$ cat src/rtl/fetch_queue_unit.sv
// rtl/fetch_queue_unit.sv - instruction prefetch queue with two-word instruction assembly
//
// Prefetches 16-bit program words into a small circular buffer and presents
// complete instructions (one or two words) to a valid/ready consumer.
//
// Ports:
//   clk, reset                 clock, asynchronous active-high reset
//   pm_addr, pm_rd_en          program memory read request (pm_addr = fetch pc)
//   pm_data                    read data, valid the cycle after pm_rd_en
//   out_valid, out_ready       instruction handshake with the consumer
//   out_instr, out_operand     first word, second word (0 for single-word)
//   out_two_word, out_pc       instruction length flag, address of out_instr
//   redirect, redirect_pc      flush the queue and restart fetch at redirect_pc
module fetch_queue_unit #(
    parameter int PC_WIDTH    = 14,
    parameter int DEPTH       = 4,
    parameter int TWO_WORD_EN = 1
) (
    input  logic                clk,
    input  logic                reset,
    output logic [PC_WIDTH-1:0] pm_addr,
    output logic                pm_rd_en,
    input  logic [15:0]         pm_data,
    output logic                out_valid,
    input  logic                out_ready,
    output logic [15:0]         out_instr,
    output logic [15:0]         out_operand,
    output logic                out_two_word,
    output logic [PC_WIDTH-1:0] out_pc,
    input  logic                redirect,
    input  logic [PC_WIDTH-1:0] redirect_pc
);

    localparam int AW = (DEPTH > 1) ? $clog2(DEPTH) : 1;
    localparam int CW = AW + 1;
    localparam int OW = CW + 1;

    logic [15:0]         buf_data [DEPTH];
    logic [PC_WIDTH-1:0] buf_pc   [DEPTH];
    logic [AW-1:0]       head;
    logic [AW-1:0]       tail;
    logic [CW-1:0]       count;
    logic [PC_WIDTH-1:0] fetch_pc;
    logic                inflight;
    logic [PC_WIDTH-1:0] inflight_pc;

    logic [AW-1:0] head_next;
    logic [OW-1:0] occupancy;
    logic          head_two;
    logic          head_ok;
    logic          xfer;
    logic [1:0]    pop_cnt;

    function automatic logic is_two_word(input logic [15:0] w);
        logic lds, sts, jmp, call;
        lds  = (w[15:9] == 7'b1001000) && (w[3:0] == 4'b0000);
        sts  = (w[15:9] == 7'b1001001) && (w[3:0] == 4'b0000);
        jmp  = (w[15:9] == 7'b1001010) && (w[3:1] == 3'b110);
        call = (w[15:9] == 7'b1001010) && (w[3:1] == 3'b111);
        return lds || sts || jmp || call;
    endfunction

    assign head_next = head + AW'(1);
    assign head_two  = (TWO_WORD_EN != 0) && is_two_word(buf_data[head]);

    // A two-word instruction is only presentable once its operand has arrived.
    assign head_ok = head_two ? (count >= CW'(2)) : (count != '0);

    // Reads already in flight reserve a slot so the buffer can never overflow.
    assign occupancy = OW'(count) + OW'(inflight);
    assign pm_rd_en  = !reset && !redirect && (occupancy < OW'(DEPTH));
    assign pm_addr   = fetch_pc;

    assign out_valid    = head_ok && !redirect;
    assign out_instr    = head_ok ? buf_data[head] : 16'h0000;
    assign out_operand  = (head_ok && head_two) ? buf_data[head_next] : 16'h0000;
    assign out_two_word = head_ok && head_two;
    assign out_pc       = head_ok ? buf_pc[head] : '0;

    assign xfer    = out_valid && out_ready;
    assign pop_cnt = xfer ? (head_two ? 2'd2 : 2'd1) : 2'd0;

    always_ff @(posedge clk or posedge reset) begin
        if (reset) begin
            head        <= '0;
            tail        <= '0;
            count       <= '0;
            fetch_pc    <= '0;
            inflight    <= 1'b0;
            inflight_pc <= '0;
        end else if (redirect) begin
            // Clearing inflight drops the word returning this cycle or next.
            head        <= '0;
            tail        <= '0;
            count       <= '0;
            fetch_pc    <= redirect_pc;
            inflight    <= 1'b0;
            inflight_pc <= '0;
        end else begin
            if (pm_rd_en) begin
                fetch_pc <= fetch_pc + PC_WIDTH'(1);
            end
            inflight    <= pm_rd_en;
            inflight_pc <= fetch_pc;
            if (inflight) begin
                tail <= tail + AW'(1);
            end
            head  <= head + AW'(pop_cnt);
            count <= count + CW'(inflight) - CW'(pop_cnt);
        end
    end

    // Storage needs no reset: nothing is presented while count is zero.
    always_ff @(posedge clk) begin
        if (!reset && !redirect && inflight) begin
            buf_data[tail] <= pm_data;
            buf_pc[tail]   <= inflight_pc;
        end
    end

endmodule

$ cat config.mk
export PLATFORM = sky130hd
export DESIGN_NAME = fetch_queue_unit
export DESIGN_NICKNAME = d
export VERILOG_FILES = /design/src/rtl/fetch_queue_unit.sv
export SDC_FILE = /design/constraint.sdc
export NUM_CORES = 1
export LEC_CHECK = 0
export CAP_MARGIN = 20
export CORE_UTILIZATION = 49
export DETAILED_ROUTE_END_ITERATION = 8
export GPL_ROUTABILITY_DRIVEN = 0
export PLACE_DENSITY = 0.78
export SKIP_CTS_REPAIR_TIMING = 1
export SLEW_MARGIN = 5
export SYNTH_ARGS = -nofsm -noshare
export SYNTH_HDL_FRONTEND = slang
export SYNTH_SLANG_ARGS = --single-unit
$ cat constraint.sdc
create_clock -name clk -period 3.75 [get_ports clk]
set_input_delay 0.5625 -clock clk [delete_from_list [all_inputs] [get_ports clk]]
set_output_delay 0.5625 -clock clk [all_outputs]
set_load 0.005 [all_outputs]
==> metrics.csv, run 1 <==
metric,value,unit
drt_iter0_markers,417,
relSlewSlack,47.1,%
clock-sinks,156,
synth_top_area_share,52.5,%
yosysWarningCount,0,
routed_via_density,5.77,
grt_pass1_vias,4239,
synth_compound_area_share,6.07,%
n_antenna_cell,0,
yosys_register_bits,156,
rsz0062_at_grt,true,
yosysSeqAreaShare,65.6,%
synth_mux_area_share,15.6,%
crit_type,flop to primary output,
coreArea,13500,um2
ant_nets,0,
clockRootBuffer,clkbuf_16,
critPathMaxFanout,6,
fin_worst_skew,0.00855,ns
endpoint_kind,primary output,
max_slew.worst_pin.slew,0.793,ns
synth_top_area_cell,edfxtp_1,
setup_tns,0,ns
grt_pass1_wl,22900,um
placed_cells,683,
cts_tree,built,
vias,4185,
r2r_start,head[0],
ir_drop,375,uV
dpl.hpwl,9800,um
synth_cells,417,
worstPathArrival,3.16,ns
syn_to_final_growth,30.8,%
grt_overflow,0,
syn_area_per_cell,16.5,um2
synth_top_family_by_area,multiplexers,
pwr_density_cell,551,nW/um2
dp_slack,0.00921,ns
instances_no_fill,725,
finalSetupViolCount,0,
worst_slack,0.0312,ns
fin_util,66.7,%
synthTopCellsByArea,"edfxtp_1 (52%), mux4_2 (15%), dfrtp_1 (13%), nor2b_1 (3.0%), a21boi_0 (3.0%)",
synth_most_common_cell,edfxtp_1,
cts.htree.levels,4,
syn_nets,459,
cp_slowest_cell,mux4_2,
drv_cap,0,
design_power_total,4.95,mW
dr.pass1.iters,4,
cp.required,3.19,ns
hp-class,flop to flop,
clockBufferDepth,2,
stdcell_area,8980,um2
synthAdderAreaFrac,1.57,%
critPathLaunch,head[0],
synth_edf_count,120,
maxSlewViolCount,0,
start_util,51.0,%
synthFlopType,edfxtp_1,
synth_cell_types,42,
routed_wl,15000,um
cp_cell_sequence,"mux4_2, or4_4, o21a_4, or3_4, buf_4, clkbuf_16, nor2b_1, dlymetal6s2s_1",
cts_made_buffers,17,
synth_xor_area_share,1.53,%
dieHeight,120,um
nets,578,
min_from,inflight_pc[0],
async_flop_share,23.1,%
holdWs,0.492,ns
io_buffer_count,96,
die-area,14500,um2
clk-insertion-delay-late,0.41,ns
synth_commonest_cells,"edfxtp_1 (120), mux4_2 (45), dfrtp_1 (36), nor2b_1 (33), a21boi_0 (27)",
dpl_cell_area,8140,um2
worst_setup_path_start_kind,flop,
antenna_found_initial,0,
ios,97,
ff2ff_setup_slack,0.06,ns
period_share,99.2,%
period_needed,3.72,ns
p_leak,3.77,nW
clk_pin_slew_worst_paths,0.06,ns
placementRows,42,
grt_max_degree,50,
route.detailed.drc,0,
track_usage,21.7,%
wire_per_inst,20.6,um
finalHoldViolCount,0,
die_x,120,um
yosys.area_share.simple,7.56,%
critical-path-max-stage-delay,0.56,ns
drive_above_1_share,21.7,%
fillerInstances,920,
fmax,0.269,GHz
outcome,"finished, final reports clean",
netlist_area,6870,um2
==> critical path: cells and delay by family (launching register included) <==
family / cells / cell delay (ns)
AO/OA/AOI/OAI: 1 / 0.25
buffers and inverters: 3 / 0.45
flip-flops: 1 / 0.45
multiplexers: 1 / 0.56
AND/OR/NAND/NOR: 3 / 1.03
==> state kept, by name (all words and copies together) (netlist names) <==
| name | flops |
|---|---|
| buf_pc | 56 |
| inflight | 1 |
| inflight_pc | 14 |
| pm_addr | 14 |
| count | 3 |
| tail | 2 |
| buf_data | 64 |
| head | 2 |
==> cells in the final DEF (no fill, tap or decap), drive strengths merged, types with 2 or more instances in the layout <==
cell type,netlist,routed
a21boi,27,27
a21oi,7,7
and2b,2,2
and3,8,8
buf,12,30
bufinv,0,2
clkbuf,13,24
clkdlybuf4s50,0,52
clkinv,0,4
clkinvlp,0,3
dfrtp,36,36
dlymetal6s2s,0,41
edfxtp,120,120
ha,7,7
inv,10,11
mux2i,2,2
mux4,46,46
nand2,18,18
nand3,3,3
nand4,4,4
nand4b,2,2
nor2,15,15
nor2b,33,33
nor3,2,2
o21ai,17,17
o311ai,5,5
or2,2,2
xnor2,4,4
xor2,8,8
==> final timing paths <==
path / cells past startpoint / end
setup / recovery: 8 / out_operand[9]
hold / removal: 0 / buf_pc[1][0]
setup reg to reg: 10 / count[2]
hold reg to reg: 0 / buf_pc[1][0]
max in group asynchronous: 3 / inflight_pc[5]
min in group asynchronous: 2 / pm_addr[8]
==> final cells by class <==
| cell class | count | area, um2 | area share, % |
|---|---|---|---|
| repair buffers | 125 | 1380 | 15.4 |
| flip-flops and latches | 156 | 4510 | 50.2 |
| clock inverters | 10 | 118 | 1.31 |
| inverters | 10 | 37.5 | 0.418 |
| well taps | 176 | 220 | 2.45 |
| multi-input cells | 226 | 2270 | 25.3 |
| clock buffers | 22 | 444 | 4.95 |
==> where the power goes <==
group	switching, mW	internal (mW)	total (mW)
registers	0.0923	1.94	2.03
clock network	0.640	0.980	1.62
logic	0.555	0.745	1.30
==> routing by layer <==
metal  track usage, %  wire length [um]  vias to the layer above
li1                 -                 -                     1859
met1             27.5              6240                     2183
met2             37.0              7880                      131
met3             4.62               675                       12
met4             7.41               174                        0
met5                0                 0                        -
==> kinds of logic (layout without fill, tap and decap cells) <==
logic type / after synthesis / count (layout)
buffers and inverters: 35 / 167
XOR/XNOR: 12 / 12
flip-flops: 156 / 156
AND/OR/NAND/NOR: 95 / 95
AO/OA/AOI/OAI: 62 / 62
adder cells (fa/ha/maj): 8 / 8
multiplexers: 49 / 49
No activity file was read; power rests on OpenSTA's default activity.
==> run 2: changes to the inputs <==
--- a/config.mk
+++ b/config.mk
@@ -10,6 +10,7 @@
 export DETAILED_ROUTE_END_ITERATION = 8
 export GPL_ROUTABILITY_DRIVEN = 0
 export PLACE_DENSITY = 0.78
+export SETUP_SLACK_MARGIN = 0.3
 export SKIP_CTS_REPAIR_TIMING = 1
 export SLEW_MARGIN = 5
 export SYNTH_ARGS = -nofsm -noshare
==> metrics.csv, run 2 (same netlist as run 1, synthesis figures left out) <==
metric,value,unit
outcome,"finished, final reports clean",
worstPathArrival,3.18,ns
finalHoldViolCount,0,
finalSetupViolCount,0,
r2r_start,head[0],
io_buffer_count,96,
fmax,0.268,GHz
worst_r2r_endpoint,count[2],
grt_max_degree,50,
hold_depth,0,
dr.pass1.iters,4,
antenna_found_initial,0,
die_x,120,um
cp_slowest_cell,mux4_2,
layout_commonest_cell,edfxtp_1,
worstHoldEndpoint,buf_pc[0][12],
critical-path-max-stage-delay,0.55,ns
cp_cell_sequence,"mux4_2, or4_4, o21a_1, or3_4, buf_12, buf_6, and2b_1, buf_2",
placementRows,42,
clk-insertion-delay-late,0.42,ns
grt_pass1_vias,4267,
wire_per_inst,20.0,um
fin_util,66.3,%
dieHeight,120,um
cts.htree.levels,4,
route.detailed.drc,0,
vias,4192,
pwr_density_cell,570,nW/um2
holdWs,0.489,ns
critPathMaxFanout,7,
routed_wl,14700,um
min_from,inflight_pc[12],
design_power_total,5.09,mW
grt_pass1_wl,22500,um
rsz0062_at_grt,true,
placed_cells,681,
endpoint_kind,primary output,
worst_setup_path_start_kind,flop,
reg2regPathDepth,10,
clock-sinks,156,
drt_iter0_markers,223,
grt_overflow,0,
hp-class,flop to flop,
regMostFlops,buf_data,
ff2ff_setup_slack,0.08,ns
clk_pin_slew_worst_paths,0.06,ns
nets,588,
ios,97,
clockRootBuffer,clkbuf_16,
setup_tns,0,ns
largest_registers,"buf_data: 64 flops, buf_pc: 56 flops",
cpLargestDelayFamily,simple AND/OR/NAND/NOR gates,
dpl.hpwl,9060,um
die-area,14500,um2
routed_via_density,5.70,
cp.required,3.19,ns
fillerInstances,960,
drive_above_1_share,31.5,%
crit_type,flop to primary output,
clockBufferDepth,2,
syn_to_final_growth,29.9,%
maxSlewViolCount,0,
cts_made_buffers,17,
period_needed,3.74,ns
ir_drop,271,uV
coreArea,13500,um2
n_antenna_cell,0,
start_util,51.0,%
crit_buf_inv,3,
p_leak,3.37,nW
max_slew.worst_pin.slew,0.710,ns
final_cell_mix,"edfxtp_1 (120), clkdlybuf4s50_1 (51), mux4_2 (45), dfrtp_1 (34), buf_2 (33)",
relSlewSlack,52.7,%
cts_tree,built,
ant_nets,0,
instances_no_fill,735,
drv_cap,0,
largest_reg_flops,64,
fin_worst_skew,0.00619,ns
track_usage,20.9,%
period_share,99.7,%
[run 2: cell count changes in the layout (fill, tap and decap cells not counted), sizes merged, moves of 3 or more]
cell,delta
buf,+41
dlymetal6s2s,-34
clkbuf,+8
clkinvlp,-3
[run 2: per-stage QoR]
| stage | setup WS, ns | area (um2) |
|---|---|---|
| final | 0.0122 | 8920 |
| after global routing | -0.0879 | 8920 |
| after CTS | -0.384 | 8710 |
| after detailed placement | 0.0821 | 8120 |
| after global placement | 0.146 | 8120 |
| after floorplan | 0.175 | 6880 |
[run 2: worst max-delay path by stage]
stage	startpoint	endpoint	slack [ns]	depth (start not counted)
after floorplan	head[0]	count[1]	0.17	11
after global placement	head[0]	out_operand[15]	0.15	7
after detailed placement	head[0]	out_operand[15]	0.08	8
after CTS	head[0]	out_operand[15]	-0.38	8
after global routing	head[0]	out_operand[15]	-0.09	8
final	head[0]	out_operand[15]	0.01	8
[run 2: worst register-to-register path, delay by kind of cell, from the launching register on]
| family | cells | cell delay, ns |
|---|---|---|
| multiplexers | 1 | 0.55 |
| buffers and inverters | 1 | 0.04 |
| XOR/XNOR | 1 | 0.15 |
| adder cells (fa/ha/maj) | 2 | 0.64 |
| flip-flops | 1 | 0.48 |
| AND/OR/NAND/NOR | 4 | 1.46 |
| AO/OA/AOI/OAI | 1 | 0.21 |
[run 2: area by class of cell]
cell class,instances,area [um2],share of cell area [%]
inverters,10,37.5,0.421
well taps,176,220,2.47
clock inverters,6,52.6,0.589
multi-input cells,226,2330,26.1
repair buffers,135,1230,13.8
clock buffers,26,543,6.09
flip-flops and latches,156,4510,50.5
[run 2: where the power goes]
group / internal, mW / switching [mW] / leakage (nW)
sequential: 1.94 / 0.0931 / 1.55
combinational: 0.769 / 0.603 / 1.53
clock: 1.06 / 0.623 / 0.295
[run 2: routing by layer]
layer / wire length, um / vias up / track usage (%) / share of wire, %
li1: - / 1881 / - / -
met1: 5990 / 2130 / 26.2 / 41
met2: 7620 / 163 / 34.5 / 52
met3: 934 / 18 / 5.47 / 6.4
met4: 163 / 0 / 8.80 / 1.1
met5: 0 / - / 0 / 0
==> run 3: changes to the inputs <==
--- a/config.mk
+++ b/config.mk
@@ -6,6 +6,7 @@
 export NUM_CORES = 1
 export LEC_CHECK = 0
 export CAP_MARGIN = 20
+export CORE_MARGIN = 2
 export CORE_UTILIZATION = 49
 export DETAILED_ROUTE_END_ITERATION = 8
 export GPL_ROUTABILITY_DRIVEN = 0
==> metrics.csv, run 3 (same netlist as run 1, synthesis figures left out) <==
metric,value,unit
worst_setup_path_start_kind,flop,
syn_to_final_growth,29.0,%
vias,4297,
finalHoldViolCount,0,
largest_reg_flops,64,
hp-class,primary input to async pin,
drive_above_1_share,34.1,%
clkPwrFrac,33.8,%
final_cell_mix,"edfxtp_1 (120), clkdlybuf4s50_1 (51), mux4_2 (45), buf_2 (37), dfrtp_1 (34)",
wire_per_inst,20.9,um
start_util,49.9,%
die_x,122,um
n_antenna_cell,0,
worst_r2r_endpoint,count[1],
pwr_density_cell,570,nW/um2
grt_pass1_vias,4271,
max_slew.worst_pin.slew,0.611,ns
dpl.hpwl,9150,um
cp.required,3.19,ns
seqPwrFrac,40.3,%
fin_util,64.3,%
coreArea,13800,um2
route.detailed.drc,0,
reg2regPathDepth,9,
crit_type,flop to primary output,
grt_pass1_wl,22200,um
ff2ff_setup_slack,0.13,ns
grt_max_degree,50,
finalSetupViolCount,0,
clk_pin_slew_worst_paths,0.06,ns
ios,97,
antenna_found_initial,0,
grt_overflow,0,
drv_cap,0,
p_leak,3.29,nW
fillerInstances,981,
crit_end,out_operand[7],
switching_share,27.2,%
dr.pass1.iters,5,
r2r_start,head[0],
cts_tree,built,
drt_iter0_markers,213,
cts.htree.levels,4,
cp_cell_sequence,"mux4_2, or4_4, o21a_1, or3_4, buf_6, clkbuf_16, nor2b_1, buf_2",
track_usage,19.9,%
cp_slowest_cell,or4_4,
cts_made_buffers,17,
nets,589,
largest_registers,"buf_data: 64 flops, buf_pc: 56 flops",
ir_drop,372,uV
placed_cells,686,
critPathLaunch,head[0],
outcome,"finished, final reports clean",
placementRows,43,
critPathMaxFanout,7,
instances_no_fill,740,
period_share,99.5,%
routed_via_density,5.81,
maxSlewViolCount,0,
pwr-share-comb,25.9,%
period_needed,3.73,ns
clock-sinks,156,
fmax,0.268,GHz
regMostFlops,buf_data,
rsz0062_at_grt,true,
p_sw,1.37,mW
ant_nets,0,
relSlewSlack,59.3,%
critical-path-max-stage-delay,0.56,ns
routed_wl,15500,um
clockRootBuffer,clkbuf_16,
worstPathArrival,3.17,ns
endpoint_kind,primary output,
layout_commonest_cell,edfxtp_1,
clk-insertion-delay-late,0.42,ns
io_buffer_count,96,
fin_worst_skew,0.00949,ns
dieHeight,122,um
die-area,15000,um2
intPower,3.68,mW
clockBufferDepth,2,
-- run 3: changes by cell type in the layout (fill, tap and decap cells not counted), moves of 5 or more --
cell | previous run | this run
buf_4 | 17 | 22
a21boi_0 | 15 | 7
dlymetal6s2s_1 | 7 | 0
nor2b_1 | 28 | 23
a21boi_1 | 4 | 15
clkinv_4 | 0 | 6
nor2b_4 | 4 | 9
-- run 3: critical path, delay by kind of cell (launching register included) --
kind            cells  cell delay, ns
compound gates      1            0.22
buf+inv             3            0.42
flops               1            0.46
mux                 1            0.55
simple gates        3            1.11
-- run 3: power groups by stage --
stage | Clock, mW | Combinational (mW) | Sequential (mW)
after global placement | 0 | 1.22 | 2.05
after floorplan | 0 | 0.693 | 2.02
after detailed placement | 0 | 1.24 | 2.06
after global routing | 1.82 | 1.40 | 2.04
final | 1.71 | 1.31 | 2.03
after CTS | 1.73 | 1.24 | 2.03
-- run 3: how the worst min path moves through the flow --
stage | cells after the start | from | slack [ns] | end
after global routing | 2 | reset | 0.50 | tail[1]
final | 2 | reset | 0.47 | tail[1]
after floorplan | 0 | inflight_pc[0] | 0.45 | buf_pc[0][0]
after detailed placement | 0 | inflight_pc[10] | 0.48 | buf_pc[3][10]
after CTS | 2 | reset | 0.44 | tail[1]
after global placement | 0 | inflight_pc[3] | 0.46 | buf_pc[2][3]
-- run 3: metrics by stage --
step	power [mW]	worst slack (ns)	cell area, um2	TNS (ns)	hold slack, ns
global route	5.26	-0.0713	8860	-0.774	0.498
detailed placement	3.30	0.0231	8090	0	0.479
CTS	5.00	-0.441	8700	-9.42	0.438
floorplan	2.72	0.175	6880	0	0.455
global placement	3.27	0.102	8090	0	0.463
finish	5.05	0.0170	8860	0	0.468
-- run 3: cell type report --
type | count | area, um2 | area share [%]
multi-input combinational | 226 | 2360 | 26.6
timing repair buffer | 136 | 1120 | 12.7
clock inverter | 10 | 104 | 1.17
sequential | 156 | 4510 | 50.9
clock buffer | 22 | 507 | 5.72
inverter | 10 | 37.5 | 0.424
tap | 180 | 225 | 2.54
-- run 3: layer usage --
layer | track usage, % | up-vias | wire [um]
met4 | 6.47 | 0 | 208
met3 | 5.44 | 18 | 1010
met5 | 0 | - | 0
met1 | 25.9 | 2221 | 6350
li1 | - | 1890 | -
met2 | 32.9 | 168 | 7890
==> variant 1: new RTL, flow settings as in run 3 <==
Change the parameter `PC_WIDTH` from 14 to 10.
--- a/src/rtl/fetch_queue_unit.sv
+++ b/src/rtl/fetch_queue_unit.sv
@@ -12,7 +12,7 @@
 //   out_two_word, out_pc       instruction length flag, address of out_instr
 //   redirect, redirect_pc      flush the queue and restart fetch at redirect_pc
 module fetch_queue_unit #(
-    parameter int PC_WIDTH    = 14,
+    parameter int PC_WIDTH    = 10,
     parameter int DEPTH       = 4,
     parameter int TWO_WORD_EN = 1
 ) (
Interface: changed (resized out_pc, pm_addr and redirect_pc); port bits go from 97 to 85. No check against the original RTL was run, so the function may have changed too.
==> variant 1 against run 3 <==
  * Highest routed layer unchanged
  * Combinational power decreased by 5%
  * Sequential cell count decreased by 24
  * Routed wire length decreased by 12%
  * Final cell count decreased by 13%
  * Sequential share of layout area decreased by 3.2 points
  * Power decreased by 8.5%
  * Register-to-register slack improved by 0.26 ns
  * Final area decreased by 9.3%
  * Synthesized area decreased by 13%
  * Worst hold slack improved by 0.034 ns
  * Worst setup slack improved by 0.12 ns
==> variant 1: results (changes against run 3) <==
cp_max_fo: 6  # -1
io_buffer_count: 84  # -13%
vdd_ir_drop_max_mv: 0.399  # +7.2%
slowest_stage: "dfrtp_4"
n_all_inverters: 11  # +1
fin_crit_sh: 0.965  # -0.0308
p_int_w: 0.00344  # -6.5%
nonClkBufAreaFrac: 0.162  # +0.0348
cts-root-buf: "clkbuf_16"
clock_latency_ns: 0.41
clkTransAtPathRegs_ns: 0.05
pwr-share-clk: 0.356  # +0.018
synth-async-reset-ratio: 0.212  # -0.0186
synth_edf_count: 104  # -13%
placed_area_sq_um: 7020  # -13%
vias_per_cell: 5.63  # -3.0%
vias: 3612  # -16%
holdWs_ns: 0.502  # +0.0340 ns
cpPeakStageDelay_ns: 0.50  # -0.06 ns
drive_gt1_frac: 0.304  # -0.0374
worst_pin_slew_ns: 0.465  # -0.145 ns
post-place-cells: 583  # -15%
syn_inst: 356  # -15%
critPathCapture: "out_operand[1]"
reg2reg_slack_ns: 0.39  # +0.26 ns
synth-seq-cells: 132  # -15%
num-nonclk-buffers: 126  # -7.4%
final.clkbuf_count: 23  # +4.5%
post-dp-hpwl_microns: 8100  # -11%
synth.top_cells.by_count: "edfxtp_1 (104), mux4_2 (37), dfrtp_1 (28)"
multi_input_gates: 193  # -15%
grt_max_degree: 39  # -22%
routedWlPerCell_microns: 21.3  # +1.9%
ys_seq_area_frac: 0.639  # -0.0165
multi_input_area_sq_um: 2080  # -12%
finalClockSkew_ns: 0.00632  # -0.00317 ns
p_per_area_nw_per_um2: 575  # +0.90%
hp-class: "flip-flop to flip-flop"
fillCellCount: 773  # -21%
fin_util: 0.672  # +0.0285
fp.dieW_microns: 114  # -6.5%
leakagePower_nw: 3.36  # +2.1%
grt_usage: 0.196  # -0.00330
ys_top_cells_by_area: "edfxtp_1 (52%), mux4_2 (14%), dfrtp_1 (12%), a21boi_0 (2.9%), nor2b_1 (2.5%)"
drt-initial-drc-count: 332  # +56%
synth_cell_types: 45  # +7.1%
nets: 519  # -12%
r2r-end: "count[1]"
outcome: "completed"
register_area_sq_um: 3830  # -15%
clkCellAreaFrac: 0.0744  # +0.00551
==> variant 1: cell count changes after synthesis, moves of 4 or more <==
cell      before  now
edfxtp_1     120  104
nor2b_1       33   24
dfrtp_1       36   28
mux4_2        45   37
nand2_1       18   10
o21ai_0       16   10
a21oi_1        7    2
o311ai_0       5    0
a21boi_0      27   23
mux4_1         1    5
==> variant 1: per-layer routing <==
layer,track usage,routed length [microns],part of all wire,up-vias
met1,0.249,5650,0.41,1850
met5,0,0,0,-
met4,0.0862,303,0.022,0
met2,0.325,7040,0.52,114
met3,0.0450,653,0.048,21
li1,-,-,-,1627
==> variant 1: cells by family (layout without fill, tap and decap cells) <==
family | count (synthesis) | in the layout | synth area share
flops | 132 | 132 | 0.639
simple gates | 83 | 83 | 0.0804
mux | 48 | 48 | 0.172
compound gates | 42 | 43 | 0.0481
buf+inv | 32 | 169 | 0.0262
xor+xnor | 11 | 11 | 0.0161
fa+ha+maj | 8 | 8 | 0.0180
==> variant 2: new RTL, flow settings as in run 3 <==
Without the edit above. Reset style: synchronous (`reset`), changed in one clocked block. Comments in the files are not updated.
--- a/src/rtl/fetch_queue_unit.sv
+++ b/src/rtl/fetch_queue_unit.sv
@@ -80,7 +80,7 @@
     assign xfer    = out_valid && out_ready;
     assign pop_cnt = xfer ? (head_two ? 2'd2 : 2'd1) : 2'd0;
 
-    always_ff @(posedge clk or posedge reset) begin
+    always_ff @(posedge clk) begin
         if (reset) begin
             head        <= '0;
             tail        <= '0;
Formal check against the unedited RTL: differs if reset is asserted again (counterexample within 4 cycles, from zero or initial values and one cycle with reset high); with reset held inactive, the same outputs for 4 cycles.
==> variant 2 against run 3 <==
  * Final cell count up 3.4%
  * Die area down 0.15%
  * Worst setup slack better by 0.072 ns
  * Final area up 2.2%
  * Routed wire length up 0.76%
  * Synthesized cell count up 4.6%
  * Sequential cell count unchanged
  * Register-to-register slack better by 0.11 ns
  * Global-route usage up 0.50 points
  * Synthesized area down 0.15%
  * Via count up 3.1%
  * Largest cell class unchanged
Power is not compared: it rests on default switching activity, and its combinational part moved more than twofold at a synthesized area within 25%.
==> variant 2: results (changes against run 3) <==
synth_compound_area_frac: 0.0704  # +0.00976
placed_area_sq_um: 8080  # -0.14%
synth.net_count: 478  # +4.1%
cp_top_family: "buffers and inverters"
synth_fa_ha_area_frac: 0.0157  # +0.0000229
wl_met1_microns: 6300  # -0.77%
drive_gt1_frac: 0.265  # -0.0761
ys_top_cells_by_area: "edfxtp_1 (53%), mux4_2 (14%), dfxtp_1 (11%), a21boi_0 (2.8%), and2_1 (1.8%)"
synth_cell_types: 52  # +24%
met2WireLength_microns: 8020  # +1.6%
post-place-cells: 709  # +3.4%
fin_cells: 765  # +3.4%
fp.dieW_microns: 122  # about the same
grt_pass1_vias: 4369  # +2.3%
ys_seq_area_frac: 0.631  # -0.0253
nets: 614  # +4.2%
synth-async-reset-ratio: 0  # -0.231
hp-class: "flip-flop to flip-flop"
synth_mux_area_frac: 0.159  # +0.00315
outcome: "completed"
finalClockSkew_ns: 0.0154  # +0.00593 ns
syn_inst: 436  # +4.6%
post-dp-hpwl_microns: 10000  # +9.7%
drtPass1Iterations: 4  # -1
grt_max_degree: 30  # -40%
cp_max_fo: 12  # +5
route.met3.wl_microns: 1050  # +3.7%
use_met2: 0.350  # +0.0208
slew_headroom: 0.570  # -0.0229
variant 2: changes by cell type after synthesis, sizes merged, moves of 5 or more:
cell / delta
o311ai: -5
or3: +5
o21ai: -5
nor2b: -20
dfxtp: +36
xor2: -8
and2: +20
a21oi: +6
dfrtp: -36
nand3: +5
variant 2: cell type report:
type	instances	area [sq um]
multi-input cells	243	2390
well taps	180	225
repair buffers	146	1460
clock buffers	23	510
inverters	8	30.0
clock inverters	9	108
flip-flops and latches	156	4330
fillers	954	4720
variant 2: power by group:
group	leakage (nW)	switching [W]	internal, W
registers	1.45	0.0000266	0.00187
clock network	0.300	0.000657	0.00110
logic	1.83	0.0000916	0.000120
variant 2: final timing paths:
check            startpoint  slack [ns]            to
min          inflight_pc[4]        0.47  buf_pc[0][4]
min reg2reg  inflight_pc[4]        0.47  buf_pc[0][4]
max reg2reg         head[0]        0.24      count[2]
max                 head[0]        0.09     out_pc[1]
